### src/rtl/pong_match_ctrl.sv
// Match controller for the ping-pong game: serve/rally/pause/end phases,
// two saturating score counters, configurable goal, win margin and serve rule.
module pong_match_ctrl #(
  parameter int unsigned GOAL_POINTS  = 7,
  parameter int unsigned WIN_BY       = 1,
  parameter int unsigned SCORE_W      = 4,
  parameter int unsigned BALL_W       = 10,
  parameter int unsigned TIME_W       = 6,
  parameter int unsigned P1_BOARD_X   = 110,
  parameter int unsigned P2_BOARD_X   = 530,
  parameter int unsigned PAUSE_CYCLES = 50,
  parameter int unsigned SERVE_MODE   = 0
) (
  input  logic               clk,
  input  logic               reset,
  input  logic               p1l,
  input  logic               p1r,
  input  logic               p2l,
  input  logic               p2r,
  input  logic [BALL_W-1:0]  ball_x,
  input  logic [TIME_W-1:0]  time_cnt,
  output logic [2:0]         game_state,
  output logic [SCORE_W-1:0] p1_score,
  output logic [SCORE_W-1:0] p2_score,
  output logic [1:0]         winner,
  output logic               point_pulse
);

  localparam logic [2:0] ST_SERVE1 = 3'd0;
  localparam logic [2:0] ST_SERVE2 = 3'd1;
  localparam logic [2:0] ST_PLAY   = 3'd2;
  localparam logic [2:0] ST_END    = 3'd3;
  localparam logic [2:0] ST_POINT  = 3'd4;

  localparam int unsigned CNT_W = (PAUSE_CYCLES > 1) ? $clog2(PAUSE_CYCLES) : 1;
  localparam logic [CNT_W-1:0]   CNT_LOAD  = CNT_W'(PAUSE_CYCLES - 1);
  localparam logic [SCORE_W-1:0] SCORE_MAX = '1;
  localparam logic [BALL_W-1:0]  P1_X      = BALL_W'(P1_BOARD_X);
  localparam logic [BALL_W-1:0]  P2_X      = BALL_W'(P2_BOARD_X);
  // Two guard bits so the lead comparison can never overflow.
  localparam logic [SCORE_W+1:0] GOAL_E    = (SCORE_W + 2)'(GOAL_POINTS);
  localparam logic [SCORE_W+1:0] WINBY_E   = (SCORE_W + 2)'(WIN_BY);

  logic [2:0]         state_q, state_d;
  logic [SCORE_W-1:0] p1_q, p1_d, p2_q, p2_d;
  logic [1:0]         win_q, win_d;
  logic               pulse_q, pulse_d;
  logic [CNT_W-1:0]   cnt_q, cnt_d;
  logic               nsrv_q, nsrv_d;   // 0 = P1 serves next, 1 = P2
  logic               prev1_q, prev2_q;

  logic               s1, s2, p1_goal, p2_goal;
  logic [SCORE_W-1:0] p1_new, p2_new;
  logic [SCORE_W:0]   total;
  logic [1:0]         point_win, timeout_win;

  function automatic logic wins(input logic [SCORE_W-1:0] a, input logic [SCORE_W-1:0] b);
    logic [SCORE_W+1:0] ae, be;
    ae = {2'b00, a};
    be = {2'b00, b};
    return (ae >= GOAL_E) && (ae >= be + WINBY_E);
  endfunction

  // Serve edges, goal detection and the scores a point award would produce.
  always_comb begin
    s1      = (p1l | p1r) & ~prev1_q;
    s2      = (p2l | p2r) & ~prev2_q;
    p1_goal = ball_x > P2_X;
    p2_goal = ~p1_goal & (ball_x < P1_X);
    p1_new  = (p1_goal && p1_q != SCORE_MAX) ? p1_q + 1'b1 : p1_q;
    p2_new  = (p2_goal && p2_q != SCORE_MAX) ? p2_q + 1'b1 : p2_q;
    total   = {1'b0, p1_new} + {1'b0, p2_new};
    if (wins(p1_new, p2_new))      point_win = 2'b01;
    else if (wins(p2_new, p1_new)) point_win = 2'b10;
    else                           point_win = 2'b00;
    if (p1_q > p2_q)      timeout_win = 2'b01;
    else if (p2_q > p1_q) timeout_win = 2'b10;
    else                  timeout_win = 2'b11;
  end

  // Phase sequencing and score/winner bookkeeping.
  always_comb begin
    state_d = state_q;
    p1_d    = p1_q;
    p2_d    = p2_q;
    win_d   = win_q;
    pulse_d = 1'b0;
    cnt_d   = cnt_q;
    nsrv_d  = nsrv_q;
    unique case (state_q)
      ST_SERVE1, ST_SERVE2: begin
        if (time_cnt == '0) begin
          state_d = ST_END;
          win_d   = timeout_win;
        end else if ((state_q == ST_SERVE1) ? s1 : s2) begin
          state_d = ST_PLAY;
        end
      end
      ST_PLAY: begin
        if (p1_goal || p2_goal) begin
          // A goal outranks a simultaneous timeout.
          state_d = ST_POINT;
          p1_d    = p1_new;
          p2_d    = p2_new;
          pulse_d = 1'b1;
          cnt_d   = CNT_LOAD;
          win_d   = point_win;
          nsrv_d  = (SERVE_MODE == 0) ? p1_goal : total[1];
        end else if (time_cnt == '0) begin
          state_d = ST_END;
          win_d   = timeout_win;
        end
      end
      ST_POINT: begin
        if (cnt_q == '0) begin
          if (win_q != 2'b00) state_d = ST_END;
          else                state_d = nsrv_q ? ST_SERVE2 : ST_SERVE1;
        end else begin
          cnt_d = cnt_q - 1'b1;
        end
      end
      ST_END: ;
      default: state_d = ST_SERVE1;
    endcase
  end

  // State registers; button history starts high so a held button cannot serve.
  always_ff @(posedge clk or posedge reset) begin
    if (reset) begin
      state_q <= ST_SERVE1;
      p1_q    <= '0;
      p2_q    <= '0;
      win_q   <= 2'b00;
      pulse_q <= 1'b0;
      cnt_q   <= '0;
      nsrv_q  <= 1'b0;
      prev1_q <= 1'b1;
      prev2_q <= 1'b1;
    end else begin
      state_q <= state_d;
      p1_q    <= p1_d;
      p2_q    <= p2_d;
      win_q   <= win_d;
      pulse_q <= pulse_d;
      cnt_q   <= cnt_d;
      nsrv_q  <= nsrv_d;
      prev1_q <= p1l | p1r;
      prev2_q <= p2l | p2r;
    end
  end

  assign game_state  = state_q;
  assign p1_score    = p1_q;
  assign p2_score    = p2_q;
  assign winner      = win_q;
  assign point_pulse = pulse_q;

endmodule
### config.mk
export PLATFORM = sky130hd
export DESIGN_NAME = pong_match_ctrl
export DESIGN_NICKNAME = d
export VERILOG_FILES = /design/src/rtl/pong_match_ctrl.sv
export SDC_FILE = /design/constraint.sdc
export NUM_CORES = 1
export LEC_CHECK = 0
export ABC_CLOCK_PERIOD_IN_PS = 2790
export BUFFER_PORTS_ARGS = -buffer_cell sky130_fd_sc_hd__buf_2
export CORE_MARGIN = 2
export CORE_UTILIZATION = 31
export DETAILED_ROUTE_END_ITERATION = 6
export GPL_TIMING_DRIVEN = 0
export PLACE_DENSITY = 0.51
export SKIP_CTS_REPAIR_TIMING = 1
export SYNTH_ARGS = -nofsm -noshare
export SYNTH_HDL_FRONTEND = slang
export SYNTH_SLANG_ARGS = --single-unit
### constraint.sdc
create_clock -name clk -period 2.79 [get_ports clk]
set_input_delay 0.1395 -clock clk [delete_from_list [all_inputs] [get_ports clk]]
set_output_delay 0.1395 -clock clk [all_outputs]
set_load 0.02 [all_outputs]
# After elaboration in Yosys (flattened, before gate mapping)

Index checks and enable logic that the tools add are counted.

Word-level logic and storage cells: 80
Bits in registers: 23
Bits of input ports: 22
Output and inout bits: 14

Order comparisons: 8
Reduce and logical (&&, ||, !) cells: 15
Equal/unequal tests: 11
Multiplexer cells: 23
Bitwise logic cells: 9
Add/subtract/negate cells: 5

Operator list:

| kind                 | count |
|---|---|
| $mux 3               | 5 |
| $logic_not 6->1      | 2 |
| $mux 2               | 6 |
| $mux 6               | 2 |
| $pmux 3 s4           | 1 |
| $pmux 6 s2           | 1 |
| $add 4x1->5 const B  | 2 |
| $ge 4x5->1           | 2 |
| $gt 10x10->1 const B | 1 |
| $lt 10x7->1 const B  | 1 |
| $add 4x1->4 const B  | 2 |
| $ge 4x3->1 const B   | 2 |
| $gt 4x4->1           | 2 |
| $mux 4               | 2 |
| $ne 4x4->1 const B   | 2 |
| $eq 3x2->1 const B   | 2 |
| $ne 2x2->1 const B   | 3 |
| $ne 3x3->1 const B   | 2 |
| $reduce_bool 2->1    | 3 |
| $sub 6x1->6 const B  | 1 |
| $mux 1               | 5 |
| $logic_and 1x1->1    | 4 |
| $not 1->1            | 4 |
| $pmux 2 s2           | 1 |
| other kinds (10)     | 13 |

# Depth between registers and ports, before layout

Depth in word-level cells: 11
Mapped depth: 12
Gate-level depth less buffers: 12

# Least setup slack after synthesis

OpenSTA, ideal clock, no wires.

Path type: register to register
Start point: reg p2_q[1], in the netlist p2_score[1]
End point: reg win_q[0], in the netlist winner[0]
Arrival time: 2.410 ns
Period minus slack after synthesis: 2.534 ns
Setup slack: 0.256 ns
Buffers on the path: 0
Setup time: 0.124 ns
Required time: 2.666 ns
Stages on the path, launching flop included: 11
Cell sequence: dfrtp_1 ha_1 and3_1 o211ai_1 a221oi_2 nand2b_1 ha_1 o21ai_0 a221oi_1 and3_1 a211o_1

Longest elaborated chain between the ends: 9
Elaborated cells on any way between the ends: 15
Those cells by class: 2 x add/sub; 3 x order compare; 1 x eq/ne; 7 x mux; 2 x reduce/logical

RTL lines:

| element                                             | RTL line | source |
|---|---|---|
| from (decl)                                         | 45       | `logic [SCORE_W-1:0] p1_q, p1_d, p2_q, p2_d;` |
| from (signal assigned)                              | 142      | `p2_q <= p2_d;` |
| branches (longest 8 deep; another with $add 4x1->5) | n/a      |  |
| $pmux 2 s2 *                                        | 90       | `unique case (state_q)` |
| to (signal assigned)                                | 143      | `win_q <= win_d;` |
| to (decl)                                           | 46       | `logic [1:0] win_q, win_d;` |

Every way passes the cells marked *.
A chain may end at the register's enable or synchronous reset.

# Final worst setup path

Start point: reg p1_q[0], in the netlist p1_score[0]
End point: reg win_q[1], in the netlist winner[1]

Longest elaborated chain between the ends: 10
Elaborated cells on any way between the ends: 17
Those cells by class: 2 x add/sub; 4 x order compare; 1 x eq/ne; 7 x mux; 3 x reduce/logical

RTL lines:

| element                                             | RTL line | source |
|---|---|---|
| from (decl)                                         | 45       |  |
| from (signal assigned)                              | 141      | `p1_q <= p1_d;` |
| branches (longest 2 deep; another with $add 4x1->4) | n/a      |  |
| $mux 4 *                                            | 70       | `p1_new = (p1_goal && p1_q != SCORE_MAX) ? p1_q + 1'b1 : p1_q;` |
| via p1_new[2]                                       | 53       | `logic [SCORE_W-1:0] p1_new, p2_new;` |
| $add 4x1->5                                         | 61       | `return (ae >= GOAL_E) && (ae >= be + WINBY_E);` |
| $ge 4x5->1                                          | 61       |  |
| $logic_and 1x1->1                                   | 61       |  |
| $mux 2                                              | 74       | `else if (wins(p2_new, p1_new)) point_win = 2'b10;` |
| $mux 2 *                                            | 73       | `if (wins(p1_new, p2_new)) point_win = 2'b01;` |
| $mux 2 *                                            | 100      | `if (p1_goal \|\| p2_goal) begin` |
| $pmux 2 s2 *                                        | 90       |  |

Mark *: on every way through the listed nets, which the timed path passes.

==> metrics.md <==
| Metric | Value |
|---|---|
| TritonCTS Sinks | 23 |
| Pre-CTS setup slack | 0.02662 ns |
| Root Driver | clkbuf_8 |
| Seq/Total Area, Yosys | 0.3231 |
| # IOs | 36 |
| Clock Skews | 0.002339 ns |
| Clock slew at reported path FFs | 0.08 ns |
| Max Slew Vio Count | 0 |
| Startpoint Class | flop |
| Routability cong. | 0.7295 |
| Initial core utilization | 0.3229 |
| Top_reg_cell synth | dfrtp_1 |
| Largest net degree at the start of global routing | 24 |
| Post-route ant nets | 0 |
| First-pass GRT wire length | 7155 um |
| Wirelength per Cell | 12.86 um |
| CORE AREA | 0.005540 mm2 |
| Ant diodes | 0 |
| Syn-to-layout area delta | 18.95% |
| Worst Path Max Fanout | 6 |
| Lkg Pwr | 1.002 nW |
| CTS tree | done |
| Synth warnings | 0 |
| NumNets Final | 283 |
| Count of cell types in the netlist | 50 |
| Clock Tree Buf Depth | 2 |
| Ratio of cells with drive above 1 in the final layout | 0.2724 |
| Register bit total from synthesis | 23 |
| GR Overflow Total | 0 |
| Number of global-route vias before repair | 1544 |
| Final Cycle Share | 0.9066 |
| Asr flop ratio synth | 1.000 |
| Leading cell types in the layout, fill and taps excluded | buf_2 (36), nand2_1 (21), nor2_1 (19), dfrtp_1 (19), inv_1 (15) |
| Row count | 27 |
| Die Area | 0.006395 mm2 |
| Worst rel slew slack | 0.3794 |
| Post-DP HPWL | 3171 um |
| Router iterations before antenna repair | 4 |
| Residual DRC | 0 |
| Status | complete, no violations |
| Met3 WL | 158 um |
| Worst endpoint required time | 2.97 ns |
| Max VDD drop | 527.6 uV |
| Cts bufs inserted | 3 |
| Met2 wire len | 1821 um |
| Post-Syn Nets | 240 |
| Slew @ Worst Pin | 0.9298 ns |
| Final hold vios | 0 |
| Final setup margin | 0.2606 ns |
| Setup_tns | 0 ns |
| H-tree Lvls | 1 |
| Min Tclk post-route | 2.529 ns |
| Area of the multi-input gates | 0.001137 mm2 |
| Initial antenna violation count | 0 |
| M1 wire length | 2075 um |
| IO Port Bufs | 35 |
| Fillers | 603 |
| Die X | 79.97 um |
| Die height | 79.97 um |
| Data arrival time of the worst path | 2.71 ns |
| Max capacitance violation total | 0 |
| HP Class | in2async |
| Synthesized instance count | 204 |
| Initial drt markers | 90 |
| Leading cell type in the layout, fill and taps excluded | buf_2 |
| CP Capture Type | flop |
| Worst Setup Path Type | reg2reg |
| Area occupied by registers | 580.6 um2 |
| Tot GR Track Use | 0.1396 |
| Finish-stage setup viols | 0 |
| Vias per std cell | 5.035 |
| Syn_area_per_cell | 8.771 um2 |
| Fmax | 0.3954 GHz |
| Power Dens Cells | 970.5 mW/mm2 |
| Mapped cell area | 0.001789 mm2 |
| Top sig layer | met4 |
| Clock latency on the worst-skew pair | 0.26 ns |
| RSZ-0062 raised after global routing | false |
| Total number of vias | 1601 |
| Routed WL | 4089 um |
| Post-synth EDFFs | 0 |
| Tot Pwr | 0.002065 W |
==> stage by stage <==
step                hold WS, ns  cells  cell area [um2]  utilization
finish                  0.06830    318             2128       0.3841
global route            0.07287    318             2128       0.3841
CTS                     0.07209    315             2101       0.3792
detailed placement       0.3517    311             2054       0.3708
global placement         0.3463    311             2054       0.3708
floorplan                0.1399    204             1789            -
==> flip-flops by register name, summed over array words and instances (netlist names) <==
name and flops:
prev1_q 1, prev2_q 1, point_pulse 1, game_state 3
winner 2, cnt_q 6, nsrv_q 1, p2_score 4
p1_score 4
==> where the power goes <==
part	total, W	internal [W]	switching (W)
Combinational	0.00127	0.000535	0.000736
Clock	0.000208	0.0000996	0.000108
Sequential	0.000586	0.000455	0.000131
==> worst max-delay path, cell delays in order (launching register included) <==
cell,delay (ns)
dfrtp_2,0.44
ha_1,0.22
nand2_1,0.12
o21ai_0,0.28
inv_1,0.10
or3_1,0.37
nand2_1,0.09
ha_1,0.17
o21a_1,0.13
o22ai_1,0.07
a211o_1,0.26
a211oi_2,0.21
==> cells in the mapped netlist (2+ instances only) <==
master    count  area share
a211o_1       2      0.0098
a211oi_2      2       0.014
a21o_1        4       0.017
a21oi_1      11       0.031
a221oi_1      2      0.0098
and3_1        5       0.017
clkbuf_1      3      0.0063
dfrtp_1      21        0.29
dfstp_2       2       0.029
ha_1         14       0.098
inv_1        15       0.031
mux2_2        2       0.013
nand2_1      21       0.044
nand2b_1      4       0.014
nand3_1       8       0.022
nor2_1       19       0.040
nor2b_1       3       0.010
nor3_1        8       0.022
nor4_1        3       0.010
o21a_1        2      0.0084
o21ai_0      13       0.036
o22ai_1       2      0.0070
or2_2         2      0.0070
or3_1         2      0.0070
xnor2_1       8       0.039
xor2_1        2      0.0098
==> per-layer routing <==
| layer | global-route usage | vias up |
|---|---|---|
| li1 | - | 830 |
| met1 | 0.1989 | 742 |
| met2 | 0.2192 | 27 |
| met3 | 0.02489 | 2 |
| met4 | 0.03051 | 0 |
| met5 | 0 | - |
==> cells by family (layout without fill, tap and decap cells) <==
logic type,Yosys count,count (layout),share of synthesized area
AND/OR/NAND/NOR,80,80,0.2266
AO/OA/AOI/OAI,53,53,0.2301
flip-flops,23,23,0.3231
buffers and inverters,20,62,0.04265
adder cells (fa/ha/maj),14,14,0.09790
XOR/XNOR,10,10,0.04895
multiplexers,4,4,0.03077
==> final timing paths <==
check,startpoint,endpoint,slack (ns),cells past startpoint
worst max-delay path,p1_score[0],winner[1],0.26,11
worst min-delay path,reset,p1_score[1],0.07,2
worst max register to register,p1_score[0],winner[1],0.26,11
worst min register to register,nsrv_q,nsrv_q,0.54,2
max in group asynchronous,reset,p2_score[1],2.09,2
min in group clk,p2l,prev2_q,0.08,2
==> final cells by class <==
| cell class | instances | share of cell area |
|---|---|---|
| Multi-Input combinational cell | 161 | 0.5344 |
| Sequential cell | 23 | 0.2728 |
| Timing Repair Buffer | 38 | 0.09289 |
| Tap cell | 72 | 0.04233 |
| Inverter | 16 | 0.02822 |
| Clock buffer | 3 | 0.01940 |
| Buffer | 4 | 0.007643 |
| Clock inverter | 1 | 0.002352 |
(Power assumes the default switching activity.)
